`src/rtl/fifo_uart_tx.sv`:
```
// fifo_uart_tx: drains an 8-bit normal-mode (non-show-ahead) FIFO one byte at a
// time and sends each byte as 8N1 UART on txd, LSB first.
//
// Ports:
//   clk         system clock
//   reset_n     synchronous active-low reset
//   tx_en       1 = new frames may start; 0 = finish the current frame, then idle
//   fifo_empty  FIFO empty flag
//   fifo_q      FIFO read data, valid the clock after fifo_rdreq
//   fifo_rdreq  one-clock FIFO read strobe
//   txd         serial output, idle high
//   busy        high from the read strobe through the end of the stop bit
//   byte_done   one-clock pulse on the last clock of each stop bit
module fifo_uart_tx #(
  parameter int unsigned CLK_FREQ = 50_000_000,
  parameter int unsigned BAUD     = 115200,
  parameter int unsigned BAUD_DIV = CLK_FREQ / BAUD
) (
  input  logic       clk,
  input  logic       reset_n,
  input  logic       tx_en,
  input  logic       fifo_empty,
  input  logic [7:0] fifo_q,
  output logic       fifo_rdreq,
  output logic       txd,
  output logic       busy,
  output logic       byte_done
);

  localparam logic [15:0] BaudLast = 16'(BAUD_DIV - 1);
  localparam logic [15:0] BaudPen  = 16'(BAUD_DIV - 2);

  typedef enum logic [2:0] {
    StIdle,
    StRead,
    StLatch,
    StStart,
    StData,
    StStop
  } state_e;

  state_e      state_q;
  logic [15:0] baud_cnt_q;
  logic [2:0]  bit_cnt_q;
  logic [7:0]  shift_q;

  logic start_ok;
  logic baud_end;

  // fifo_empty only matters where it is consulted: in idle and on the last stop clock.
  assign start_ok = tx_en && !fifo_empty;
  assign baud_end = (baud_cnt_q == BaudLast);

  always_ff @(posedge clk) begin
    if (!reset_n) begin
      state_q    <= StIdle;
      baud_cnt_q <= 16'd0;
      bit_cnt_q  <= 3'd0;
      shift_q    <= 8'h00;
      fifo_rdreq <= 1'b0;
      txd        <= 1'b1;
      busy       <= 1'b0;
      byte_done  <= 1'b0;
    end else begin
      fifo_rdreq <= 1'b0;
      byte_done  <= 1'b0;
      unique case (state_q)
        StIdle: begin
          txd <= 1'b1;
          if (start_ok) begin
            state_q    <= StRead;
            fifo_rdreq <= 1'b1;
            busy       <= 1'b1;
          end
        end
        StRead: begin
          state_q <= StLatch;
        end
        StLatch: begin
          // Normal-mode FIFO: q became valid the clock after the read strobe.
          shift_q    <= fifo_q;
          txd        <= 1'b0;
          baud_cnt_q <= 16'd0;
          state_q    <= StStart;
        end
        StStart: begin
          if (baud_end) begin
            baud_cnt_q <= 16'd0;
            bit_cnt_q  <= 3'd0;
            txd        <= shift_q[0];
            state_q    <= StData;
          end else begin
            baud_cnt_q <= baud_cnt_q + 16'd1;
          end
        end
        StData: begin
          if (baud_end) begin
            baud_cnt_q <= 16'd0;
            shift_q    <= {1'b0, shift_q[7:1]};
            if (bit_cnt_q == 3'd7) begin
              txd     <= 1'b1;
              state_q <= StStop;
            end else begin
              bit_cnt_q <= bit_cnt_q + 3'd1;
              // Next bit is shift_q[1] before the shift takes effect.
              txd       <= shift_q[1];
            end
          end else begin
            baud_cnt_q <= baud_cnt_q + 16'd1;
          end
        end
        StStop: begin
          if (baud_end) begin
            baud_cnt_q <= 16'd0;
            if (start_ok) begin
              // Back-to-back: READ and LATCH extend the stop bit by two clocks.
              state_q    <= StRead;
              fifo_rdreq <= 1'b1;
            end else begin
              state_q <= StIdle;
              busy    <= 1'b0;
            end
          end else begin
            baud_cnt_q <= baud_cnt_q + 16'd1;
            // Registered: raised one clock early so it is high on the final stop clock.
            byte_done  <= (baud_cnt_q == BaudPen);
          end
        end
        default: begin
          state_q <= StIdle;
        end
      endcase
    end
  end

endmodule

```
`config.mk`:
```
export PLATFORM = sky130hd
export DESIGN_NAME = fifo_uart_tx
export DESIGN_NICKNAME = d
export VERILOG_FILES = /design/src/rtl/fifo_uart_tx.sv
export SDC_FILE = /design/constraint.sdc
export NUM_CORES = 1
export LEC_CHECK = 0
export ABC_AREA = 1
export CAP_MARGIN = 20
export CORE_MARGIN = 1
export CORE_UTILIZATION = 50
export DETAILED_ROUTE_END_ITERATION = 10
export PLACE_DENSITY = 0.69
export SETUP_SLACK_MARGIN = 0.2
export SYNTH_ARGS = -nofsm -noshare
export SYNTH_HDL_FRONTEND = slang
export SYNTH_SLANG_ARGS = --single-unit
```
`constraint.sdc`:
```
create_clock -name clk -period 1.8 [get_ports clk]
set_input_delay 0.27 -clock clk [delete_from_list [all_inputs] [get_ports clk]]
set_output_delay 0.27 -clock clk [all_outputs]
set_load 0.01 [all_outputs]
```
==> results.toml <==
[worst_setup_path]
critPathKind = "flip-flop to flip-flop"
worst_ep_required_time_ns = 1.98
crit_slowest_cell = "dfxtp_1"
worstReg2RegEnd = "shift_q[3]"
ff2ff_path_depth = 10
cp_top_family = "simple AND/OR/NAND/NOR gates"
r2r_slack_ns = 0.30
worst_r2r_startpoint = "baud_cnt_q[1]"
worst_setup_path_end_kind = "flip-flop"
cp_common_cell = "nand3_1"
path_cells = "inv_1 -> ha_1 -> nand3_1 -> nor2_4 -> nand2_4 -> nor2_8 -> inv_2 -> nand3_1 -> nand2_1 -> nor2_1"
critical-path-max-stage-delay_ns = 0.38
timing.critical_path.buf_inv = 2
start_kind = "flip-flop"
path_max_fanout = 15
arrival_ns = 1.68

[floorplan]
start_util_pct = 52.9
dieArea_sq_um = 4220
ios = 16
die_h_um = 65.0
rows = 22
core_area_sq_um = 3740
dieWidth_um = 65.0

[layout]
layout.nets = 344
final_cell_mix = "nand2_1, nor2_1, dfxtp_1"
final_common_cell = "nand2_1"
antennaDiodeCount = 0
fillers = 375
design_area_sq_um = 2280
drive_gt1_share_pct = 11.3
area_delta_synth_final_pct = 15.0
fin_cells = 375

[timing]
fin_skew_ns = 0.00806
hold_viol = 0
finalCriticalPeriod_ns = 1.50
final.setup.tns_ns = 0
fin_crit_sh_pct = 83.2
slew_viol_final = 0
setup_viol = 0
worstMarginPinSlew_ns = 0.341
maxSlewHeadroom_pct = 77.1
max_freq_mhz = 668
rsz0062_at_grt = "false"
whs_ns = 0.463

[global_routing]
grt_pass1_wl_um = 7100
grt_overflow = 0
grt_max_degree = 19
grt_pass1_vias = 1596
antenna_found_initial = 0
grt_use_total_pct = 22.4

[power_and_ir_drop]
p_leak_nw = 1.04
powerDensity_nw_per_um2 = 1080
ir_drop_mv = 0.475

[place]
gp_congestion = 0.904
dp_hpwl_um = 3050
place_inst = 368
port_buffers = 15
placed_area_sq_um = 2190

[clocking]
cts.sinks = 34
path_clk_slew_ns = 0.07
cts_setup_buffers = 0
htreeDepth = 2
clock_insertion_delay_worst_skew_ns = 0.29
cts_root_buffer = "clkbuf_8"
numCtsBuffers = 5
cts_tree = "done"
cts.path.max_buffers = 2

[synth]
avgSynthCellArea_sq_um = 6.48
yosysSeqAreaShare_pct = 34.3
ys_ff_latch = 34
synthCells = 306
syn_area_sq_um = 1980
yosys_warnings = 0
synth_cell_type_count = 29
synth_nets = 323

[detailed_routing]
via_per_inst = 5.06
drc = 0
vias = 1897
antenna_left = 0
drtIter0Drc = 155
first_pass_iters = 4
wire_per_inst_um = 11.2
drt_wl_total_um = 4190

[status]
outcome = "finished clean"

[worst_hold_path]
hold_path_end = "txd"
min-delay-start = "txd"
worstHoldPathCells = 2
min_path_type = "flip-flop to flip-flop"

[run]
cap_violations = 0
-- worst max path at each step --
stage | start | to | slack [ns] | cells past startpoint
finish | baud_cnt_q[1] | shift_q[3] | 0.30 | 10
global route | baud_cnt_q[1] | shift_q[7] | 0.20 | 9
CTS | baud_cnt_q[1] | baud_cnt_q[7] | 0.27 | 9
detailed placement | baud_cnt_q[1] | baud_cnt_q[7] | 0.28 | 9
global placement | tx_en | state_q[0] | 0.30 | 9
floorplan | baud_cnt_q[1] | shift_q[0] | 0.38 | 10
-- flip-flops by register name, indices dropped and copies added, names as in the netlist --
name / cells
fifo_rdreq: 1
state_q: 3
txd: 1
shift_q: 8
byte_done: 1
baud_cnt_q: 16
bit_cnt_q: 3
busy: 1
-- final cells by class --
type	count	area, sq um	area share (%)
Clock buffer	7	76.3	3.35
Inverter	39	149	6.53
Multi-Input combinational cell	227	1120	49.3
Sequential cell	34	683	30.0
Tap cell	48	60.1	2.64
Timing Repair Buffer	20	188	8.24
-- metrics by stage --
step	setup WS [ns]	utilization [%]	power, mW
2_1_floorplan	0.385	-	1.70
3_3_place_gp	0.299	58.5	1.92
3_5_place_dp	0.279	58.5	1.92
4_1_cts	0.266	60.5	2.45
5_1_grt	0.201	60.9	2.66
6_report	0.302	60.9	2.46
-- cell usage after synthesis --
| library cell | number | area [sq um] |
|---|---|---|
| nand2_1 | 88 | 330 |
| dfxtp_1 | 34 | 681 |
| nor2_1 | 34 | 128 |
| inv_1 | 29 | 109 |
| a21oi_1 | 28 | 140 |
| nand3_1 | 24 | 120 |
| o21ai_0 | 12 | 60.1 |
| inv_2 | 9 | 33.8 |
| nand4_1 | 7 | 43.8 |
| ha_1 | 5 | 62.6 |
| nand2_2 | 4 | 25.0 |
| xor2_1 | 4 | 35.0 |
| nor2_2 | 3 | 18.8 |
| buf_2 | 2 | 10.0 |
| buf_6 | 2 | 22.5 |
| clkbuf_1 | 2 | 7.51 |
| nand2_4 | 2 | 22.5 |
| nand3_2 | 2 | 20.0 |
| nand3b_1 | 2 | 15.0 |
| nor3_1 | 2 | 10.0 |
| o21ai_1 | 2 | 10.0 |
| or2_2 | 2 | 12.5 |
| a31oi_1 | 1 | 6.26 |
| clkinv_1 | 1 | 3.75 |
| nor2_4 | 1 | 11.3 |
| nor2_8 | 1 | 20.0 |
| nor4b_1 | 1 | 8.76 |
| o21a_1 | 1 | 7.51 |
| o21bai_1 | 1 | 7.51 |
-- power breakdown --
part	total [mW]	leakage, nW	switching, mW	internal [mW]
registers	0.951	0.277	0.0832	0.868
clock network	0.533	0.0383	0.267	0.266
logic	0.975	0.721	0.625	0.350
-- per-layer routing --
layer	wire length, um	track usage [%]
met5	0	0
met1	2230	30.8
met2	1690	31.5
met3	182	6.34
met4	78	10.8
-- timing repair --
action	CTS	global route
endpoints found under the hold margin	0	0
setup endpoints to repair	0	12
hold buffers	0	0
gates resized for setup	0	5
-- worst register-to-register path: stages (launching register included) --
cell and delay, ns:
dfxtp_1 0.38, inv_1 0.07, ha_1 0.18, nand3_1 0.12, nor2_4 0.06, nand2_4 0.12, nor2_8 0.05, inv_2 0.20
nand3_1 0.10, nand2_1 0.07, nor2_1 0.04
-- kinds of logic (layout without fill, tap and decap cells) --
group,count (synthesis),count (layout),synth area share (%)
and+or+nand+nor,173,173,39.6
AOI/OAI and AO/OA,45,45,11.7
buffers and inverters,45,66,9.41
DFF,34,34,34.3
adders and majority gates,5,5,3.16
xor gates and xnor gates,4,4,1.77
Note: power is estimated with default switching activity, not from simulation.
